**src/rtl/vga_timing.sv**
```systemverilog
// Pixel-rate raster generator for a VGA display path: divides clk to the pixel
// rate, scans x/y over active video and blanking, and produces sync/blank/frame markers.
module vga_timing #(
    parameter int unsigned CLKDIV   = 2,
    parameter int unsigned H_ACTIVE = 640,
    parameter int unsigned H_FP     = 16,
    parameter int unsigned H_SYNC   = 96,
    parameter int unsigned H_BP     = 48,
    parameter int unsigned V_ACTIVE = 480,
    parameter int unsigned V_FP     = 10,
    parameter int unsigned V_SYNC   = 2,
    parameter int unsigned V_BP     = 33
) (
    input  logic       clk,
    input  logic       rst,
    output logic       pixstb,
    output logic [9:0] x,
    output logic [9:0] y,
    output logic       active,
    output logic       hsync,
    output logic       vsync,
    output logic       vga_hs_n,
    output logic       vga_vs_n,
    output logic       frame_start,
    output logic [7:0] frame
);

    localparam int unsigned CW      = 10;
    localparam int unsigned EW      = 11;
    localparam int unsigned FW      = 8;
    localparam int unsigned DIV_W   = (CLKDIV > 1) ? $clog2(CLKDIV) : 1;
    localparam int unsigned H_TOTAL = H_ACTIVE + H_FP + H_SYNC + H_BP;
    localparam int unsigned V_TOTAL = V_ACTIVE + V_FP + V_SYNC + V_BP;

    localparam logic [DIV_W-1:0] DIV_LAST = DIV_W'(CLKDIV - 1);
    localparam logic [CW-1:0]    X_LAST   = CW'(H_TOTAL - 1);
    localparam logic [CW-1:0]    Y_LAST   = CW'(V_TOTAL - 1);

    // Decode bounds are one bit wider so a sync ending exactly at 1024 still compares correctly.
    localparam logic [EW-1:0] H_ACT_E = EW'(H_ACTIVE);
    localparam logic [EW-1:0] H_SS_E  = EW'(H_ACTIVE + H_FP);
    localparam logic [EW-1:0] H_SE_E  = EW'(H_ACTIVE + H_FP + H_SYNC);
    localparam logic [EW-1:0] V_ACT_E = EW'(V_ACTIVE);
    localparam logic [EW-1:0] V_SS_E  = EW'(V_ACTIVE + V_FP);
    localparam logic [EW-1:0] V_SE_E  = EW'(V_ACTIVE + V_FP + V_SYNC);

    logic [DIV_W-1:0] divcnt;

    logic          adv_c;
    logic          x_wrap_c;
    logic          y_wrap_c;
    logic [CW-1:0] x_nxt_c;
    logic [CW-1:0] y_nxt_c;
    logic [EW-1:0] x_ext_c;
    logic [EW-1:0] y_ext_c;
    logic          active_nxt_c;
    logic          hsync_nxt_c;
    logic          vsync_nxt_c;

    // Next raster position and the decodes that describe it.
    always_comb begin
        adv_c        = 1'b0;
        x_wrap_c     = 1'b0;
        y_wrap_c     = 1'b0;
        x_nxt_c      = x;
        y_nxt_c      = y;
        x_ext_c      = '0;
        y_ext_c      = '0;
        active_nxt_c = 1'b0;
        hsync_nxt_c  = 1'b0;
        vsync_nxt_c  = 1'b0;

        adv_c    = (divcnt == DIV_LAST);
        x_wrap_c = (x == X_LAST);
        y_wrap_c = (y == Y_LAST);

        if (x_wrap_c) begin
            x_nxt_c = '0;
            y_nxt_c = y_wrap_c ? '0 : y + CW'(1);
        end else begin
            x_nxt_c = x + CW'(1);
        end

        x_ext_c      = {1'b0, x_nxt_c};
        y_ext_c      = {1'b0, y_nxt_c};
        active_nxt_c = (x_ext_c < H_ACT_E) && (y_ext_c < V_ACT_E);
        hsync_nxt_c  = (x_ext_c >= H_SS_E) && (x_ext_c < H_SE_E);
        vsync_nxt_c  = (y_ext_c >= V_SS_E) && (y_ext_c < V_SE_E);
    end

    // Divider, raster and all registered outputs; decodes only move on the pixel edge.
    always_ff @(posedge clk or negedge rst) begin
        if (!rst) begin
            divcnt      <= '0;
            x           <= '0;
            y           <= '0;
            active      <= 1'b1;
            hsync       <= 1'b0;
            vsync       <= 1'b0;
            vga_hs_n    <= 1'b1;
            vga_vs_n    <= 1'b1;
            pixstb      <= 1'b0;
            frame_start <= 1'b0;
            frame       <= '0;
        end else begin
            divcnt      <= adv_c ? '0 : divcnt + DIV_W'(1);
            pixstb      <= adv_c;
            frame_start <= adv_c && x_wrap_c && y_wrap_c;
            if (adv_c) begin
                x        <= x_nxt_c;
                y        <= y_nxt_c;
                active   <= active_nxt_c;
                hsync    <= hsync_nxt_c;
                vsync    <= vsync_nxt_c;
                vga_hs_n <= ~hsync_nxt_c;
                vga_vs_n <= ~vsync_nxt_c;
                if (x_wrap_c && y_wrap_c) begin
                    frame <= frame + FW'(1);
                end
            end
        end
    end

endmodule

```
**config.mk**
```make
export PLATFORM = sky130hd
export DESIGN_NAME = vga_timing
export DESIGN_NICKNAME = d
export VERILOG_FILES = /design/src/rtl/vga_timing.sv
export SDC_FILE = /design/constraint.sdc
export NUM_CORES = 1
export LEC_CHECK = 0
export ABC_AREA = 0
export CORE_MARGIN = 3
export CORE_UTILIZATION = 40
export DETAILED_ROUTE_END_ITERATION = 8
export GPL_ROUTABILITY_DRIVEN = 0
export PLACE_DENSITY = 0.77
export SLEW_MARGIN = 20
export SYNTH_ARGS = -nofsm -noshare
export SYNTH_HDL_FRONTEND = slang
export SYNTH_SLANG_ARGS = --single-unit
```
**constraint.sdc**
```tcl
create_clock -name clk -period 2.2 [get_ports clk]
set_clock_uncertainty 0.2 [all_clocks]
set_input_delay 0.44 -clock clk [delete_from_list [all_inputs] [get_ports clk]]
set_output_delay 0.44 -clock clk [all_outputs]
set_load 0.005 [all_outputs]
```
Word-level counts from Yosys, hierarchy flattened
Index checks and enable logic that the tools add are counted.

Add/sub/neg operators: 4. Reductions and logical operators: 7. Multiplexer cells: 4. Magnitude comparators: 6. Eq/ne operators: 2. Bitwise gates (word level): 2.

Operator list (count): 10-bit two-way mux (3); 10-bit by 1-bit adder with 10-bit output (second input constant) (2); 10-bit == test (second input constant) (2); 10-bit less-than comparator (second input constant) (2); 10-bit by 9-bit less-than comparator with 1-bit output (second input constant) (2); 10-bit greater-or-equal comparator (second input constant) (1); 10-bit by 9-bit greater-or-equal comparator with 1-bit output (second input constant) (1); 8-bit by 1-bit adder with 8-bit output (second input constant) (1); 1-bit logical AND (6); 1-bit inverter (2); 2-bit AND reduction (1); 1-bit adder (second input constant) (1); 1-bit two-way mux (1).

Word-level logic and storage cells: 36. Register bits after elaboration: 36. Output and inout port bits: 35. Bits of input ports: 2.

Logic depth before layout (Yosys ltp)
Gate-level depths: netlist (run 1).

Word-level depth: 6. Gate-level depth with buffers: 8.

Least setup slack after synthesis (run 1)
Ideal clock, no wire load.

Kind: flip-flop to flip-flop. From: register x[0]. To: register frame[1]. Setup slack: 0.112 ns. Buffers on the path: 1. Library setup time: 0.125 ns. Arrival time: 1.763 ns. Required time: 1.875 ns. Stages on the path, launching flop included: 7. Path through: dfrtp_1 ha_1 and4_1 and3_2 and3_1 buf_2 mux2_2.

Word-level cells in the longest chain between the ends: 3.

Ends and longest elaborated chain: start, declared (line 17) `output logic [9:0] x,`; start signal, assigned (line 110) `x <= x_nxt_c;`; 10-bit == test (line 74) `x_wrap_c = (x == X_LAST);`; 1-bit logical AND (line 117) `if (x_wrap_c && y_wrap_c) begin`; 2-bit AND reduction (no line); end signal, assigned (line 118) `frame <= frame + FW'(1);`; end, declared (line 25) `output logic [7:0] frame`.

No other way between the ends. A chain may end at the register's enable or synchronous reset.

Worst setup path in the final report (run 1)
From: register x[0]. To: register hsync.

Word-level cells in the longest chain between the ends: 4. Elaborated cells between the ends (all ways): 6. Classes of those cells: add/sub: 1; order compare: 2; eq/ne: 1; mux: 1; reduce/logical: 1.

Ends and longest elaborated chain: 10-bit by 1-bit adder with 10-bit output or 10-bit == test (tied branches) (line 81, 74); 10-bit two-way mux (*) (line 77) `if (x_wrap_c) begin`; 10-bit greater-or-equal comparator or 10-bit less-than comparator (tied branches) (line 87) `hsync_nxt_c = (x_ext_c >= H_SS_E) && (x_ext_c < H_SE_E);`; 1-bit logical AND (*) (line 87); end signal, assigned (line 113) `hsync <= hsync_nxt_c;`; end, declared (line 20) `output logic hsync,`.

Mark *: on every way between the ends. The rest lies on a longest branch, timed or not.

==> metrics, run 1 <==
worst reg2reg path depth=6; Worst-Margin Slew=~450 ps; nets=~270; Final period util=0.9476; WL/cell=14.22 um; clk_lat worst skew=roughly 300 ps; share of post-route cells with drive strength above 1=0.1939; post-layout minimum cycle time=roughly 2100 ps; Synth cell types=50; row count=25; worst r2r dst=hsync$_DFFE_PN0P_; grt ovf=0; WS Path Type=reg2reg; asr flop ratio synth=1.000; non-filler cells, final=330; syn_nets=about 210; Yosys Warn Count=0; clock tree sinks=36; Max Clk Rate=~0.48 GHz; Most used DFF post-synth=dfrtp_1; area grow syn2layout=34.58%; R2R Path Start=x[0]$_DFFE_PN0P_; PwrDens=between 400 and 500 nW/um^2; Seq/Total Area, Yosys=0.4513; Num CTS Buffers=5; Synth Register Bits=36; PortBufs=36; area of the multi-input gates=~1000 sq um; # DRC=0; most common cell after layout, fill and taps aside=clkdlybuf4s50_1; Util after Layout=0.5637; storage element area=904.6 sq um; final worst setup slack=~120 ps; CTS tree=yes; final-report setup violation count=0; setup TNS=0 ps; CTS Hold Bufs=0; count of final hold-check violations=0; H-Tree Depth=2; most frequent cells in the layout=clkdlybuf4s50_1 (36), dfrtp_1 (33), buf_4 (25); Clock Path Buffers=2; total power=approximately 1.3 mW; DR pass1 iterations=4; setup slack at placement=around 70 ps; Peak VDD IR=about 0.00027 V; antenna cell count=0; Clock transition at path regs=70 ps; critical-path maximum fanout=5; worst path required time=about 2200 ps; final slew viol count=0; hold path endpoint=pixstb$_DFF_PN0_; max cap viols=0; crit path capture type=flip-flop; Hold Crit Class=reg2reg; clock root buffer=clkbuf_8; Hold Path Origin=adv_c$_DFF_PN0_; Gate Count Post-Synth=roughly 210; core area=about 4800 sq um; relative slew slack=0.6992; vias in the first global route=approximately 1800; R2R setup slack=approximately 120 ps; DIE WIDTH=around 77 um; Detailed Route WL=around 4700 um; total die area=~5900 sq um; Lkg Pwr=around 1.2 nW; antenna violations before repair=0; number of flops mapped to enable cells by yosys=0; Antenna Violating Nets Remaining=0; via count=between 1500 and 2000; pin count of the biggest net entering global routing=37; Fillers=around 430; vias per cell=5.315; HPWL Detailed=around 3400 um; first-pass GRT wire length=8349 um; status=finished, final reports clean; CP Data Arrival Time=~2100 ps; Initial Utilization=0.4188; synthesized area=around 2000 sq um; CP Launch Type=flip-flop; WHS Path Cells=0; Mean Syn Cell Area=9.683 sq um; DR iter-0 viols=80; die height=between 70 and 80 um; Cells after DPL=between 300 and 400; GR Util All Layers=0.1766; # IOs=37
-- metal layers --
metal | GRT usage | wire length [um] | part of all wire
met5 | 0 | 0 | 0
met4 | 0.1033 | 120 | 0.026
met2 | 0.2909 | 2276 | 0.48
met1 | 0.2148 | 2098 | 0.45
met3 | 0.03286 | 197 | 0.042
-- worst max path at each step --
stage	from	to	slack [ps]
after global routing	y[1]$_DFFE_PN0P_	active$_DFFE_PN1P_	-0.6
final	x[0]$_DFFE_PN0P_	hsync$_DFFE_PN0P_	120
after floorplan	x[0]$_DFFE_PN0P_	frame[1]$_DFFE_PN0P_	110
after CTS	x[1]$_DFFE_PN0P_	frame[1]$_DFFE_PN0P_	60
after detailed placement	x[1]$_DFFE_PN0P_	frame[1]$_DFFE_PN0P_	70
after global placement	x[0]$_DFFE_PN0P_	hsync$_DFFE_PN0P_	130
-- area by class of cell --
type                            count  share of cell area
Timing Repair Buffer               61              0.2032
Inverter                            7            0.009740
Clock buffer                        6             0.02690
Tap cell                           67             0.03108
Clock inverter                      2             0.01299
Sequential cell                    36              0.3353
Multi-Input combinational cell    151              0.3808
-- synthesized netlist by cell type (4+ instances only) --
cell      number  area, sq um
and3_1         6        37.54
dfrtp_1       33        825.8
a21oi_1        5        25.02
xnor2_1       12        105.1
nand3_1        6        30.03
nand2b_1       5        31.28
inv_1          7        26.28
xor2_1         6        52.55
ha_1           4        50.05
o21ai_0       10        50.05
nor3_1         5        25.02
nor4_1         6        37.54
nand4_1       11        68.82
nor2_1        13        48.80
nand2_1       20        75.07
and2_1         4        25.02
buf_2          5        25.02
-- per-stage QoR --
step	instance area [sq um]	hold WS [ps]
after floorplan	2004	-55.59
after global placement	2564	256.7
after detailed placement	2564	257.0
after CTS	2671	277.0
after global routing	2698	296.1
final	2698	267.6
-- what timing repair did --
item	4_1_cts	5_1_grt
resized for setup	0	9
setup buffers	0	0
setup endpoints to repair	0	9
-- report_power, final --
group | leakage [nW] | total [mW] | internal [mW] | switching [mW]
clock network | 0.0552 | 0.580 | 0.336 | 0.244
registers | 0.479 | 0.662 | 0.662 | 0
logic | 0.656 | 0.0151 | 0.00270 | 0.0124
total | 1.19 | 1.26 | 1.00 | 0.256
-- registers in the layout, indices dropped and copies added (netlist names) --
register / cells
vga_hs_n: 1
pixstb: 1
x: 10
vga_vs_n: 1
adv_c: 1
hsync: 1
vsync: 1
active: 1
frame: 8
frame_start: 1
y: 10
-- cell families (layout without fill, tap and decap cells) --
group / Yosys count / in the layout / synth area share
XOR/XNOR: 18 / 18 / 0.07865
adder cells (fa/ha/maj): 4 / 4 / 0.02497
AO/OA/AOI/OAI: 37 / 37 / 0.1286
AND/OR/NAND/NOR: 89 / 89 / 0.2509
buffers and inverters: 20 / 76 / 0.04931
multiplexers: 3 / 3 / 0.01623
flip-flops: 36 / 36 / 0.4513
-- worst max-delay path, cell delays in order (launching register included) --
cell	delay (ps)
dfrtp_1	380
buf_4	150
and4_4	190
and2_1	180
or3_1	340
a32o_2	280
a32o_1	250
No activity file was read; power rests on OpenSTA's default activity.
==> run 2, diff against run 1 <==
- CORE_UTILIZATION: 40 -> 47
- PLACE_DENSITY: 0.77 -> 0.87
- clock period: 2.2 -> 1.75 ns (I/O delays scaled with it)
==> metrics, run 2 (same netlist as run 1, synthesis figures left out) <==
DIE WIDTH=71.31 um (-7.1%); via count=2397 (+37%); Clock transition at path regs=80 ps (about the same); Antenna Violating Nets Remaining=0 (unchanged); violated checks=negative setup slack; critical-path maximum fanout=6 (+1); highest metal used=met4; RSZ-0062 raised after global routing=true; post-route cell area=3580 sq um (+33%); antenna violations before repair=0 (unchanged); Peak VDD IR=0.0003740 V (+40%); Hold Crit Class=in2async; crit path cell chain=buf_4 -> ha_1 -> nand2_1 -> nor4_1 -> o211ai_1 -> a21oi_2 -> a32o_1; DR iter-0 viols=336 (+320%); Detailed Route WL=8991 um (+92%); # DRC=0 (unchanged); worst reg2reg path depth=7 (+1); first-pass GRT wire length=11650 um (+40%); clock root buffer=clkbuf_8; core area=4058 sq um (-15%); final worst setup slack=-558.4 ps (-673.7 ps); Clock Path Buffers=2 (unchanged); worst path required time=1780 ps (-400 ps); final slew viol count=0 (unchanged); Worst-Margin Slew=488.8 ps (+37.70 ps); count of final hold-check violations=0 (unchanged); Num CTS Buffers=5 (unchanged); total power=1.490 mW (+19%); CP max-delay cell=nor4_1; CP Data Arrival Time=2340 ps (+270 ps); status=complete, but fails checks; vias per cell=6.341 (+19%); PwrDens=416.3 nW/um^2 (-11%); metal1 wirelength=3471 um (+65%); clk_lat worst skew=300 ps (about the same); Crit. Startpoint=y[0]$_DFFE_PN0P_; PortBufs=36 (unchanged); WL/cell=23.79 um (+67%); R2R Path Start=y[0]$_DFFE_PN0P_; vias in the first global route=2246 (+24%); die height=71.31 um (-7.1%); Initial Utilization=0.4940 (+0.07516); Fillers=160 (-63%); antenna cell count=0 (unchanged); # IOs=37 (unchanged); share of post-route cells with drive strength above 1=0.5152 (+0.3213); CP Launch Type=flip-flop; pin count of the biggest net entering global routing=37 (unchanged); post-layout minimum cycle time=2308 ps (+223.7 ps); area grow syn2layout=78.59%; total die area=5084 sq um (-14%); clock tree sinks=36 (unchanged); final-report setup violation count=28 (+28); Lkg Pwr=1.767 nW (+48%); biggest regs=x x10, y x10, frame x8; Post-DP Area=2809 sq um (+9.6%); HPWL Detailed=3913 um (+17%); Met3 Wirelength=704 um (+260%); CP max stage delay=500 ps (+120 ps); GR Util All Layers=0.2926 (+0.1160); most common cell after layout, fill and taps aside=buf_4; CTS Hold Bufs=0 (unchanged); most frequent cells in the layout=buf_4 (55), buf_6 (32), dfrtp_1 (27); row count=23 (-8.0%); WS Path Type=reg2reg; R2R setup slack=-560 ps (-670 ps); DR pass1 iterations=5 (+1); H-Tree Depth=2 (unchanged); crit path capture type=flip-flop; max cap viols=0 (unchanged); Final period util=1.319 (+0.3715); CTS tree=yes; nets=333 (+24%); grt ovf=0 (unchanged); Max Clk Rate=0.4332 GHz (-9.7%); metal2 WL=4245 um (+87%); relative slew slack=0.6711 (-0.02814)
==> run 2: per-stage QoR <==
stage	utilization	cells	setup WS, ps	hold slack [ps]	TNS (ps)
floorplan	-	207	-243.7	-145.6	-1742
global placement	0.6923	331	-249.4	255.2	-1912
detailed placement	0.6923	331	-325.8	265.9	-3237
CTS	0.7980	363	-263.5	248.8	-1944
global route	0.8822	378	-514.7	263.3	-8467
finish	0.8822	378	-558.4	227.3	-7537
==> run 2: what timing repair did <==
action                     CTS  global route
pin swaps                   19            32
resized for setup           71            65
hold endpoints to repair     0             0
setup buffers               24            20
setup endpoints to repair   52            36
==> run 2: layout make-up <==
cell class	instances	area, sq um	area share
inverters	7	26.28	0.007340
clock buffers	8	90.09	0.02517
flip-flops and latches	36	912.1	0.2548
repair buffers	126	1159	0.3237
well taps	50	62.56	0.01748
multi-input cells	151	1330	0.3715
==> run 2: power breakdown <==
| group | switching (mW) | internal, mW | leakage (nW) |
|---|---|---|---|
| clock network | 0.313 | 0.322 | 0.0455 |
| registers | 0 | 0.832 | 0.470 |
| logic | 0.0172 | 0.00658 | 1.25 |
==> run 2: path summary, 6_finish.rpt <==
path / endpoint
setup / recovery: vsync$_DFFE_PN0P_
min in group clk: vga_vs_n$_DFFE_PN1P_
hold reg to reg: vga_vs_n$_DFFE_PN1P_
hold / removal: x[5]$_DFFE_PN0P_
setup reg to reg: vsync$_DFFE_PN0P_
max in group asynchronous: vga_hs_n$_DFFE_PN1P_
==> run 2: worst max-delay path: cells and delay by family (launching register included) <==
kind                       cells  cell delay, ps
buffers and inverters          1             160
DFF                            1             390
adders and majority gates      1             250
and+or+nand+nor                2             640
AOI/OAI and AO/OA              3             610
==> run 2: layer usage <==
metal | track usage | vias to the layer above
li1 | - | 988
met1 | 0.3895 | 1164
met2 | 0.4837 | 182
met3 | 0.04909 | 63
met4 | 0.1002 | 0
met5 | 0 | -
